[config.mk]
export PLATFORM = sky130hd
export DESIGN_NAME = request_unit_ctrl
export DESIGN_NICKNAME = d
export VERILOG_FILES = /design/src/rtl/request_unit_ctrl.sv
export SDC_FILE = /design/constraint.sdc
export NUM_CORES = 1
export LEC_CHECK = 0
export CORE_MARGIN = 2
export CORE_UTILIZATION = 55
export CTS_BUF_LIST = sky130_fd_sc_hd__clkbuf_4 sky130_fd_sc_hd__clkbuf_8 sky130_fd_sc_hd__clkbuf_16
export DETAILED_ROUTE_END_ITERATION = 12
export DONT_BUFFER_PORTS = 1
export PLACE_DENSITY = 0.7
export SYNTH_ARGS = -nofsm -noshare
export SYNTH_HDL_FRONTEND = slang
export SYNTH_SLANG_ARGS = --single-unit
[constraint.sdc]
create_clock -name CLK -period 2.5 [get_ports CLK]
set_input_delay 0.375 -clock CLK [delete_from_list [all_inputs] [get_ports CLK]]
set_output_delay 0.375 -clock CLK [all_outputs]
set_load 0.005 [all_outputs]
[src/rtl/request_unit_ctrl.sv]
// Request unit FSM: sequences fetch and data requests, latches halt, counts retired instructions.
// Define REQ_PERF_CNT_EN to add the istall_cnt/dstall_cnt stall counters.
module request_unit_ctrl #(
  parameter int unsigned MAX_WAIT = 64,
  parameter int unsigned INSTR_W  = 32,
  parameter int unsigned WAIT_W   = 8
) (
  input  logic               CLK,
  input  logic               RST,
  input  logic               ihit,
  input  logic               dhit,
  input  logic               CUdren,
  input  logic               CUdwen,
  input  logic               CUhalt,
  output logic               iren,
  output logic               dren,
  output logic               dwen,
  output logic               updatePC,
  output logic               halt,
  output logic               timeout,
  output logic [INSTR_W-1:0] instr_cnt
`ifdef REQ_PERF_CNT_EN
  ,
  output logic [31:0]        istall_cnt,
  output logic [31:0]        dstall_cnt
`endif
);

  typedef enum logic [1:0] {StIdle, StData, StHalt} state_e;

  // MAX_WAIT == 0 disables the timeout; the limit value is then unused.
  localparam bit              TimeoutEn    = (MAX_WAIT != 0);
  localparam int unsigned     WaitLimitInt = (MAX_WAIT == 0) ? 0 : MAX_WAIT - 1;
  localparam logic [WAIT_W-1:0] WaitLimit  = WAIT_W'(WaitLimitInt);

  state_e              state_q;
  logic [WAIT_W-1:0]   wait_q;

  always_comb begin
    iren     = 1'b0;
    updatePC = 1'b0;
    case (state_q)
      StIdle: begin
        iren     = 1'b1;
        updatePC = ihit & ~CUhalt & ~CUdren & ~CUdwen;
      end
      StData:  updatePC = dhit;
      default: ;
    endcase
  end

  always_ff @(posedge CLK) begin
    if (RST) begin
      state_q   <= StIdle;
      dren      <= 1'b0;
      dwen      <= 1'b0;
      halt      <= 1'b0;
      timeout   <= 1'b0;
      instr_cnt <= '0;
      wait_q    <= '0;
`ifdef REQ_PERF_CNT_EN
      istall_cnt <= '0;
      dstall_cnt <= '0;
`endif
    end else begin
      case (state_q)
        StIdle: begin
          if (ihit) begin
            if (CUhalt) begin
              state_q <= StHalt;
              halt    <= 1'b1;
            end else if (CUdren | CUdwen) begin
              // A write takes priority when both request kinds are set.
              state_q <= StData;
              dwen    <= CUdwen;
              dren    <= ~CUdwen;
              wait_q  <= '0;
            end else begin
              instr_cnt <= instr_cnt + INSTR_W'(1);
            end
          end
        end
        StData: begin
          if (dhit) begin
            state_q   <= StIdle;
            dren      <= 1'b0;
            dwen      <= 1'b0;
            wait_q    <= '0;
            instr_cnt <= instr_cnt + INSTR_W'(1);
          end else begin
            if (wait_q != '1) wait_q <= wait_q + WAIT_W'(1);
            // Flag only; the request keeps being held until dhit.
            if (TimeoutEn && wait_q == WaitLimit) timeout <= 1'b1;
          end
        end
        StHalt: ;
        default: state_q <= StIdle;
      endcase
`ifdef REQ_PERF_CNT_EN
      if (state_q == StIdle && !ihit && istall_cnt != '1) istall_cnt <= istall_cnt + 32'd1;
      if (state_q == StData && !dhit && dstall_cnt != '1) dstall_cnt <= dstall_cnt + 32'd1;
`endif
    end
  end

endmodule

== Yosys cells after proc, flatten, opt, wreduce, memory -nomap -nowiden ==
Index checks and enable logic that the tools add are counted.
Storage, ports and cells
  output and inout bits: 38
  bits of input ports: 7
  flip-flop bits (word level): 46
  logic and storage cells: 64
Cells by class
  reduce and logical (&&, ||, !) cells: 8
  bitwise gates (word level): 9
  equal/unequal tests: 11
  multiplexer cells: 27
  add/subtract/negate cells: 2
Operators by type and width (count)
  $mux 32: 4
  $pmux 32 s2: 1
  $mux 8: 5
  $add 32x1->32 const B: 1
  $pmux 8 s2: 1
  $reduce_and 5->1: 3
  $ne 2x2->1 const B: 5
  $add 8x1->8 const B: 1
  $eq 8x6->1 const B: 1
  $mux 1: 8
  $mux 2: 4
  $ne 8x8->1 const B: 1
  $ne 3x3->1 const B: 2
  $pmux 1 s2: 3
  $pmux 2 s3: 1
  $reduce_and 3->1: 2
  $not 1->1: 5
  $reduce_and 4->1: 1
  $and 1x1->1: 3
  $eq 2x1->1 const B: 1
  $eq 2x2->1 const B: 1
  $logic_not 2->1: 1
  $reduce_bool 2->1: 1
  $or 1x1->1: 1

== Logic depth before layout (Yosys ltp) ==
Gate-level depths: netlist of run 1.
  depth in word-level cells: 5
  gate-level depth with buffers: 7
  gate-level depth less buffers: 5

== Worst setup path before layout of run 1 ==
No wires, ideal clock.
  path kind: flip-flop to flip-flop
  from: register instr_cnt[4]
  to: register instr_cnt[28]
  data required time: 2.379 ns
  setup slack: 0.548 ns
  buffers on the path: 0
  cell stages (with the launch flop): 5
  period minus slack after synthesis: 1.952 ns
  data arrival time: 1.832 ns
  cell sequence: dfxtp_1 -> nand4_1 -> or4_2 -> nor4_1 -> mux2_2
Between the ends
  word-level cells in the longest chain between the ends: 5
Ends and longest elaborated chain
  from (decl): line 21  | output logic [INSTR_W-1:0] instr_cnt
  from (signal assigned): line 79  | instr_cnt <= instr_cnt + INSTR_W'(1);
  from (signal assigned): line 89  | instr_cnt <= instr_cnt + INSTR_W'(1);
  $add 32x1->32 (*): line 79, 89
  $mux 32: line 72  | end else if (CUdren | CUdwen) begin
  $mux 32: line 69  | if (CUhalt) begin
  $mux 32: line 68  | if (ihit) begin
  $pmux 32 s2 (*): line 66  | case (state_q)
Mark *: on every way between the ends. The rest lies on a longest branch, timed or not. The select of a mux whose other input is x is not followed.
A chain may end at the register's enable or synchronous reset.

== Worst setup path in the final report of run 1 ==
  from: register state_q[1]
  to: output updatePC
Between the ends
  word-level cells in the longest chain between the ends: 2
Ends and longest elaborated chain
  from (decl): line 36  | state_e state_q;
  from (signal assigned): line 54  | state_q <= StIdle;
  from (signal assigned): line 70  | state_q <= StHalt;
  from (signal assigned): line 74  | state_q <= StData;
  $eq 2x1->1 / $logic_not 2->1 (equally long branches): line 42  | case (state_q)
  $pmux 1 s2 (*): line 42
  to (decl): line 18  | output logic updatePC,
Mark *: on every way between the ends. The rest lies on a longest branch, timed or not.

==> results of run 1 <==
[worst max-delay path by stage]
stage | endpoint | depth (start not counted) | slack (ns) | startpoint
floorplan | instr_cnt[28] | 4 | 0.55 | instr_cnt[4]
global placement | instr_cnt[28] | 4 | 0.43 | instr_cnt[11]
detailed placement | instr_cnt[28] | 4 | 0.35 | instr_cnt[11]
CTS | updatePC | 4 | 0.31 | state_q[1]
global route | updatePC | 4 | 0.21 | state_q[1]
finish | updatePC | 4 | 0.33 | state_q[1]
[layout by cell type (no fill, tap or decap), types with 9 or more instances in the layout]
cell type  Yosys  layout
inv_1          9       9
o31ai_1       20      20
a21oi_1       31      31
nand3_1       15      15
nor2_1        17      17
nor4_1        10      10
nand2_1       16      16
dfxtp_1       46      46
or4_1         15      15
[registers in the layout (all words and copies together), names as in the netlist]
name       cells
halt           1
instr_cnt     32
dwen           1
dren           1
wait_q         8
timeout        1
state_q        2
[per-layer routing]
metal | global-route usage, % | vias to the layer above | wire length [um]
met1 | 29.96 | 1033 | 2510
met5 | 0 | - | 0
met2 | 37.53 | 52 | 2758
met3 | 6.125 | 8 | 272
met4 | 6.289 | 0 | 72
li1 | - | 1112 | -
[cells in the mapped netlist (3+ instances only)]
cell type / number
and2_1: 3
and4_1: 7
nand2_1: 16
nor2_1: 17
o31ai_1: 20
o21ai_0: 8
inv_1: 9
dfxtp_1: 46
a21oi_1: 31
a311oi_1: 3
o41ai_1: 3
mux2_2: 7
and3_1: 5
nand3_1: 15
nand4_1: 8
or4_1: 15
or3_1: 7
nor4_1: 10
buf_1: 4
clkbuf_1: 13
nor2b_1: 8
buf_2: 3
[logic make-up (layout without fill, tap and decap cells)]
kind of cell / after synthesis / in the layout / synth area share [%]
adders and majority gates: 2 / 2 / 1.025
DFF: 46 / 46 / 37.74
and+or+nand+nor: 128 / 128 / 32.00
muxes: 9 / 9 / 4.051
AOI/OAI and AO/OA: 76 / 76 / 20.21
buffers and inverters: 29 / 21 / 4.615
xor gates and xnor gates: 1 / 1 / 0.3590
[power by group through the flow]
stage               registers [W]  logic [W]  clock network, W
CTS                      0.000748  0.0000548          0.000463
global placement         0.000765  0.0000536                 0
floorplan                0.000761  0.0000538                 0
finish                   0.000748  0.0000545          0.000450
global route             0.000749  0.0000630          0.000485
detailed placement       0.000765  0.0000546                 0
[stage by stage]
| stage | setup WS, ns | area [um^2] | total power (W) | hold slack, ns |
|---|---|---|---|---|
| 6_report | 0.3268 | 2566 | 0.001252 | 0.1455 |
| 5_1_grt | 0.2059 | 2566 | 0.001297 | 0.1230 |
| 4_1_cts | 0.3096 | 2566 | 0.001266 | 0.1312 |
| 3_5_place_dp | 0.3501 | 2484 | 0.0008198 | 0.4523 |
| 3_3_place_gp | 0.4320 | 2484 | 0.0008185 | 0.4488 |
| 2_1_floorplan | 0.5477 | 2440 | 0.0008147 | 0.4603 |
[worst max-delay path, cell delays in order (launching register included)]
cell	delay, ns
dfxtp_1	0.49
buf_4	0.24
nor2b_1	0.08
a22oi_2	0.42
inv_1	0.26
[final cells by class]
cell class / count / share of cell area [%]
Multi-Input combinational cell: 216 / 54.80
Sequential cell: 46 / 35.88
Clock buffer: 6 / 3.218
Tap cell: 52 / 2.535
Timing Repair Buffer: 6 / 2.243
Inverter: 9 / 1.316
==> impl_metrics.csv, run 1 <==
group,metric,value,unit
die,num_rows,24,
run_status,status,"completed",
pwr,seqPwrFrac,59.7,%
die,dieArea,4985,um^2
sta,setup_tns,0,ns
final_layout,diodes,0,
clock_tree,h-tree-depth,2,
detailed_routing,first_pass_iters,4,
yosys,async_flop_share,0,%
pwr,leakagePower,0.7757,nW
critical_path,crit_required,2.12,ns
yosys,synth-seq-cells,46,
global_route,grt_max_degree,51,
global_route,grt.overflow.total,0,
critical_path,rrSetupSlack,0.36,ns
sta,maxSlewHeadroom,69.62,%
critical_path,r2r_cells,4,
critical_path,crit_fanout,12,
sta,worst_slew_pin_slew,0.4557,ns
place,placed_cells,329,
clock_tree,hold_buffers,0,
yosys,ys_types,46,
sta,finalClockSkew,0.007008,ns
die,core,4324,um^2
detailed_routing,wl_per_cell,16.76,um
yosys,synth_top_area_share,37.74,%
clock_tree,clock_latency,0.30,ns
pwr,p_comb_share,4.4,%
sta,finalCritPeriodShare,86.93,%
detailed_routing,routed_wl,5613,um
clock_tree,postCtsResizedCells,0,
pwr,vdd_drop_max,0.3155,mV
yosys,yosys-top-cells-area,"dfxtp_1 (38%), a21oi_1 (6.4%), o31ai_1 (6.2%)",
detailed_routing,ant_nets,0,
pwr,switching_share,22.23,%
place,gp_congestion,0.7987,
die,die_x,70.61,um
yosys,netlist_instances,291,
clock_tree,root_buffer,"clkbuf_8",
yosys,yosysSeqAreaShare,37.74,%
final_layout,syn2layout_area_growth,5.179,%
place,place_hpwl,3889,um
detailed_routing,drc,0,
pwr,clockPowerShare,35.9,%
clock_tree,cts_tree,"done",
sta,period_needed,2.173,ns
detailed_routing,vias_per_cell,6.582,
critical_path,startpoint_type,"register",
place,numPortBuffers,0,
detailed_routing,vias,2205,
final_layout,final_layout_size_suffix_gt1_share,10.60,%
final_layout,regArea,920.9,um^2
job,max-cap-violations,0,
critical_path,cp-end-kind,"output pin",
global_route,antenna_found_initial,0,
clock_tree,cts_buffers,5,
sta,finalHoldViolCount,0,
clock_tree,clk_pin_slew,0.08,ns
global_route,grt_pass1_vias,1986,
detailed_routing,drt-initial-drc-count,116,
worst_hold_path,min_path_type,"in2reg",
clock_tree,clock_sink_count,46,
critical_path,cp.arrival,1.80,ns
yosys,syn_area,2440,um^2
pwr,cellPowerDensity,487.8,nW/um^2
worst_hold_path,min_path_cells,1,
sta,drv_slew,0,
die,dieHeight,70.61,um
pwr,switchingPower,0.0002783,W
final_layout,final_cells,335,
yosys,syn-num-nets,300,
sta,setup_viol,0,
sta,max_freq,0.4602,GHz
critical_path,reg2reg_from,"instr_cnt[11]",
final_layout,multi_input_comb_area,1406,um^2
worst_hold_path,min_from,"RST",
global_route,grt_pass1_wl,9411,um
global_route,grt_use_total,22.86,%
final_layout,fillers,403,
final_layout,fin_nets,293,
yosys,yosys.area.top_type,"dfxtp_1",
die,start_util,56.42,%
yosys,syn_area_per_cell,8.384,um^2
yosys,yosys_most_used_dff,"dfxtp_1",
pwr,p_int,0.0009735,W
yosys,synth_edf_count,0,
clock_tree,postCtsSetupRepairBufs,0,
critical_path,timing.rr.end,"instr_cnt[28]",
final_layout,fin_util,59.35,%
yosys,ys_warn_count,0,
clock_tree,clk_path_buf_depth,2,
critical_path,worstSetupPathType,"reg2out",
die,ios,45,
sta,rsz0062_at_grt,"no",
worst_hold_path,hold_path_end,"instr_cnt[6]",
Power figures use the tool's default switching activity.
==> inputs of run 2 (changes only) <==
Settings changed: CORE_MARGIN 2 to unset, CORE_UTILIZATION 55 to 50, PLACE_DENSITY 0.7 to unset, SKIP_LAST_GASP set to 1.
==> run 2 against run 1 <==
Net effect:
- clock skew down 0.0020 ns
- largest power group unchanged
- cell area up 0.29%
- critical path type is now reg2reg
- global-route usage up 0.23 points
- count of clock-buffer cells in the layout up 1
- flip-flop and latch count unchanged
- sequential power about the same
- via count down 0.45%
==> impl_metrics.csv, run 2 (synthesis gave the netlist of run 1 again) <==
group,metric,value,unit
run_status,status,"completed",
sta,finalClockSkew,0.005020,ns
die,num_rows,25,
final_layout,fin_nets,293,
die,ios,45,
die,die_x,71.86,um
clock_tree,cts_tree,"done",
pwr,seqPwrFrac,59.3,%
worst_hold_path,min_path_type,"in2reg",
pwr,leakagePower,0.7712,nW
clock_tree,clk_path_buf_depth,2,
clock_tree,cts_buffers,5,
pwr,vdd_drop_max,0.2578,mV
pwr,cellPowerDensity,488.9,nW/um^2
global_route,antenna_found_initial,0,
sta,period_needed,2.182,ns
detailed_routing,routed_wl,5752,um
sta,maxSlewHeadroom,59.73,%
critical_path,crit_fanout,8,
die,core,4723,um^2
die,dieArea,5163,um^2
final_layout,largest_register_ffs,32,
detailed_routing,drc,0,
pwr,clockPowerShare,36.3,%
clock_tree,postCtsSetupRepairBufs,0,
final_layout,final_common_cell,"dfxtp_1",
sta,finalHoldViolCount,0,
clock_tree,clk_pin_slew,0.08,ns
pwr,p_comb_share,4.4,%
sta,max_freq,0.4583,GHz
global_route,grt_max_degree,51,
detailed_routing,vias,2195,
critical_path,startpoint_type,"register",
sta,setup_tns,0,ns
pwr,p_int,0.0009747,W
detailed_routing,first_pass_iters,4,
pwr,switching_share,22.54,%
place,place_hpwl,3900,um
global_route,grt_use_total,23.09,%
detailed_routing,wl_per_cell,16.39,um
die,dieHeight,71.86,um
final_layout,final_cell_mix,"dfxtp_1 (46), a21oi_1 (31), o31ai_1 (20)",
critical_path,crit_required,2.69,ns
clock_tree,clock_latency,0.30,ns
critical_path,cp.arrival,2.37,ns
final_layout,final_area,2574,um^2
global_route,grt_pass1_vias,1932,
pwr,switchingPower,0.0002836,W
sta,setup_viol,0,
clock_tree,postCtsResizedCells,0,
final_layout,top_regs,"instr_cnt x32, wait_q x8, state_q x2",
sta,finalCritPeriodShare,87.27,%
job,max-cap-violations,0,
place,numPortBuffers,0,
global_route,grt.overflow.total,0,
sta,worst_slew_pin_slew,0.6040,ns
sta,drv_slew,0,
final_layout,diodes,0,
detailed_routing,drt-initial-drc-count,115,
clock_tree,hold_buffers,0,
sta,rsz0062_at_grt,"no",
place,place_area,2490,um^2
critical_path,worstSetupPathType,"reg2reg",
detailed_routing,ant_nets,0,
critical_path,cp-end-kind,"register",
place,gp_congestion,0.7538,
global_route,grt_pass1_wl,9453,um
final_layout,largest-register,"instr_cnt",
clock_tree,clock_sink_count,46,
die,start_util,51.66,%
clock_tree,root_buffer,"clkbuf_8",
final_layout,final_layout_size_suffix_gt1_share,10.92,%
final_layout,syn2layout_area_growth,5.487,%
detailed_routing,vias_per_cell,6.254,
clock_tree,h-tree-depth,2,
[run 2: changes by cell type in the layout (fill, tap and decap cells not counted), sizes merged]
cell	before	now
clkbuf	6	7
[run 2: final timing paths]
path / from / endpoint / slack, ns / cells past startpoint
worst max-delay path: instr_cnt[4] / instr_cnt[28] / 0.32 / 4
worst min-delay path: RST / wait_q[4] / 0.15 / 1
worst max register to register: instr_cnt[4] / instr_cnt[28] / 0.32 / 4
worst min register to register: dwen / dwen / 0.48 / 2
[run 2: power groups by stage]
| stage | sequential (W) | combinational [W] | clock [W] |
|---|---|---|---|
| floorplan | 0.000761 | 0.0000538 | 0 |
| global placement | 0.000763 | 0.0000557 | 0 |
| detailed placement | 0.000764 | 0.0000554 | 0 |
| CTS | 0.000746 | 0.0000559 | 0.000473 |
| global route | 0.000747 | 0.0000620 | 0.000495 |
| finish | 0.000746 | 0.0000559 | 0.000456 |
[run 2: final cells by class]
cell class | instances | area [um^2]
inverter | 9 | 33.78
tap | 67 | 83.83
fill | 474 | 2150
sequential | 46 | 920.9
clock buffer | 7 | 83.83
timing repair buffer | 6 | 45.04
multi-input combinational | 216 | 1406
[run 2: critical path: stages, from the launching register on]
cell and delay, ns:
dfxtp_1 0.45, nand4_1 0.24, or4_2 0.72, nor4_1 0.30, mux2_2 0.37
[run 2: metrics by stage]
step	util (%)	hold slack (ns)	total power [W]	instances	setup slack [ns]
3_3_place_gp	52.72	0.4514	0.0008191	344	0.4082
6_report	54.49	0.1472	0.001258	351	0.3182
5_1_grt	54.49	0.1260	0.001304	351	0.1730
3_5_place_dp	52.72	0.4521	0.0008191	344	0.3869
4_1_cts	54.49	0.1270	0.001275	351	0.3386
2_1_floorplan	-	0.4603	0.0008147	291	0.5477
[run 2: metal layers]
metal	GRT usage (%)	part of all wire (%)	vias to the layer above
met5	0	0	-
met4	6.536	1.1	0
met3	6.188	4.7	6
met2	34.80	44	42
met1	32.43	50	1041
li1	-	-	1106
==> variant: new RTL, settings of run 2 <==
Add an input register stage for `CUdren`, `CUdwen` and `CUhalt`, cleared by the reset; this delays them by one clock. The other inputs are not delayed to match.
--- a/src/rtl/request_unit_ctrl.sv
+++ b/src/rtl/request_unit_ctrl.sv
@@ -35,2 +35,18 @@
 
+  logic CUdren_q;
+  logic CUdwen_q;
+  logic CUhalt_q;
+
+  always_ff @(posedge CLK) begin
+    if (RST) begin
+      CUdren_q <= '0;
+      CUdwen_q <= '0;
+      CUhalt_q <= '0;
+    end else begin
+      CUdren_q <= CUdren;
+      CUdwen_q <= CUdwen;
+      CUhalt_q <= CUhalt;
+    end
+  end
+
   state_e              state_q;
@@ -44,3 +60,3 @@
         iren     = 1'b1;
-        updatePC = ihit & ~CUhalt & ~CUdren & ~CUdwen;
+        updatePC = ihit & ~CUhalt_q & ~CUdren_q & ~CUdwen_q;
       end
@@ -68,10 +84,10 @@
           if (ihit) begin
-            if (CUhalt) begin
+            if (CUhalt_q) begin
               state_q <= StHalt;
               halt    <= 1'b1;
-            end else if (CUdren | CUdwen) begin
+            end else if (CUdren_q | CUdwen_q) begin
               // A write takes priority when both request kinds are set.
               state_q <= StData;
-              dwen    <= CUdwen;
-              dren    <= ~CUdwen;
+              dwen    <= CUdwen_q;
+              dren    <= ~CUdwen_q;
               wait_q  <= '0;
Formal check against the unedited RTL: not equivalent (a bounded check fails within 4 cycles, from zero or initial values and one cycle with RST high).
==> variant against run 2 <==
  * Count of clock-buffer cells in the layout is the same
  * Core utilization grew 2.0 points
  * Combinational power grew 24%
  * Critical endpoint is now instr_cnt[9]$_SDFFE_PP0P_
  * Synthesized area grew 3.4%
  * Largest power group unchanged
  * Sequential cell count grew 3
  * Power grew 17%
  * Sequential share of layout area grew 0.52 points
  * Setup slack gained 0.030 ns
  * Wire length shrank 5.8%
  * Cell area grew 5.0%
  * Worst hold slack lost 0.0046 ns
  * Synthesized cell count grew 1.4%
==> variant: results (changes against run 2) <==
Signal inverters 8 (-1); Cell Count, Final, Fillers Out 360 (+2.6%); vias per cell 6.01 (-4.0%); CP Max Fanout 18 (+10); met1 Use GR 28.9% (-3.6 points); status completed; met2 wire len 2350 microns (-7.4%); WL met1 2710 microns (-5.6%); clk tree area frac 4.44% (+1.2 points); Tightest Pin Transition 0.805 ns (+0.201 ns); Non-clock buffer share 2.22% (+0.47 points); final wirelength 5420 microns (-5.8%); gpl congestion 0.783 (+3.9%); Synth area leaders dfxtp_1 39%, a21oi_1 5.9%, nand2_1 3.7%; count of multi-input gates 220 (+1.9%); layout cells sized above 1 7.85% (-3.1 points); largest net degree at the start of global routing 53 (+3.9%); mux cell area share after synthesis 5.16% (+1.1 points); worst slack at placement 0.368 ns (-0.0191 ns); register share of the cell area 36.3% (+0.52 points); worst vdd ir 0.367 mV (+42%); met3 wire len 280 microns (+3.3%); total die area 0.00534 sq mm (+3.3%); Resize count post-CTS 0 (unchanged); Synth Area in XOR/XNOR 0.347% (-0.012 points); vias in the first global route 1910 (-1.1%); multi-input logic area 0.00143 sq mm (+1.5%); met3 Usage GRT 6.35% (+0.17 points); DR pass1 iterations 4 (unchanged); static leakage 0.829 nW (+7.5%); Post-DP HPWL 3760 microns (-3.7%); power per cell area 544 mW/mm^2 (+11%); DR iter-0 viols 95 (-17%); average size of a mapped cell 8.55 sq um (+2.0%); adder-cell share of the synthesized area 0.992% (-0.034 points); crit-path max cell delay 0.54 ns (-0.18 ns); CP Data Arrival Time 2.39 ns (+0.02 ns); Area after DPL 0.00258 sq mm (+3.7%); Fillers 437 (-7.8%); bufs w/o clock 8 (+2); part of the Yosys area used for sequential elements 38.9% (+1.1 points); met2 usage 32.8% (-2.0 points); Synth Area in Compound Gates 16.6% (-3.6 points); clk_skew 0.00509 ns (+0.0000747 ns); final net count 301 (+2.7%); async set-reset flop share out of synthesis 0% (unchanged); dpl cells 352 (+2.3%); Critical-path top delay cell dfxtp_1; top cells by count, synth 49 x dfxtp_1, 30 x a21oi_1, 25 x nand2_1; Tot GR Track Use 21.6% (-1.5 points)
[variant: cell types whose count changed after synthesis, moves of 4 or more]
cell / change
and3_1: -4
mux2_1: +6
mux2_2: -5
nand2_1: +9
nand3_1: -4
o31ai_1: -11
o41ai_1: +5
[variant: path summary, 6_finish.rpt]
kind / start / to / slack, ns / depth (start not counted)
setup / recovery: state_q[0]$_SDFFE_PP0P_ / instr_cnt[9]$_SDFFE_PP0P_ / 0.35 / 5
hold / removal: RST / CUdwen_q$_SDFF_PP0_ / 0.14 / 1
setup reg to reg: state_q[0]$_SDFFE_PP0P_ / instr_cnt[9]$_SDFFE_PP0P_ / 0.35 / 5
hold reg to reg: wait_q[4]$_SDFFE_PP0P_ / wait_q[4]$_SDFFE_PP0P_ / 0.48 / 2
[variant: where the power goes]
group          internal (mW)  total [mW]  switching [mW]  leakage (nW)
Sequential             0.791       0.807          0.0157         0.396
Clock                  0.337       0.595           0.258        0.0619
Combinational         0.0268      0.0691          0.0424         0.371
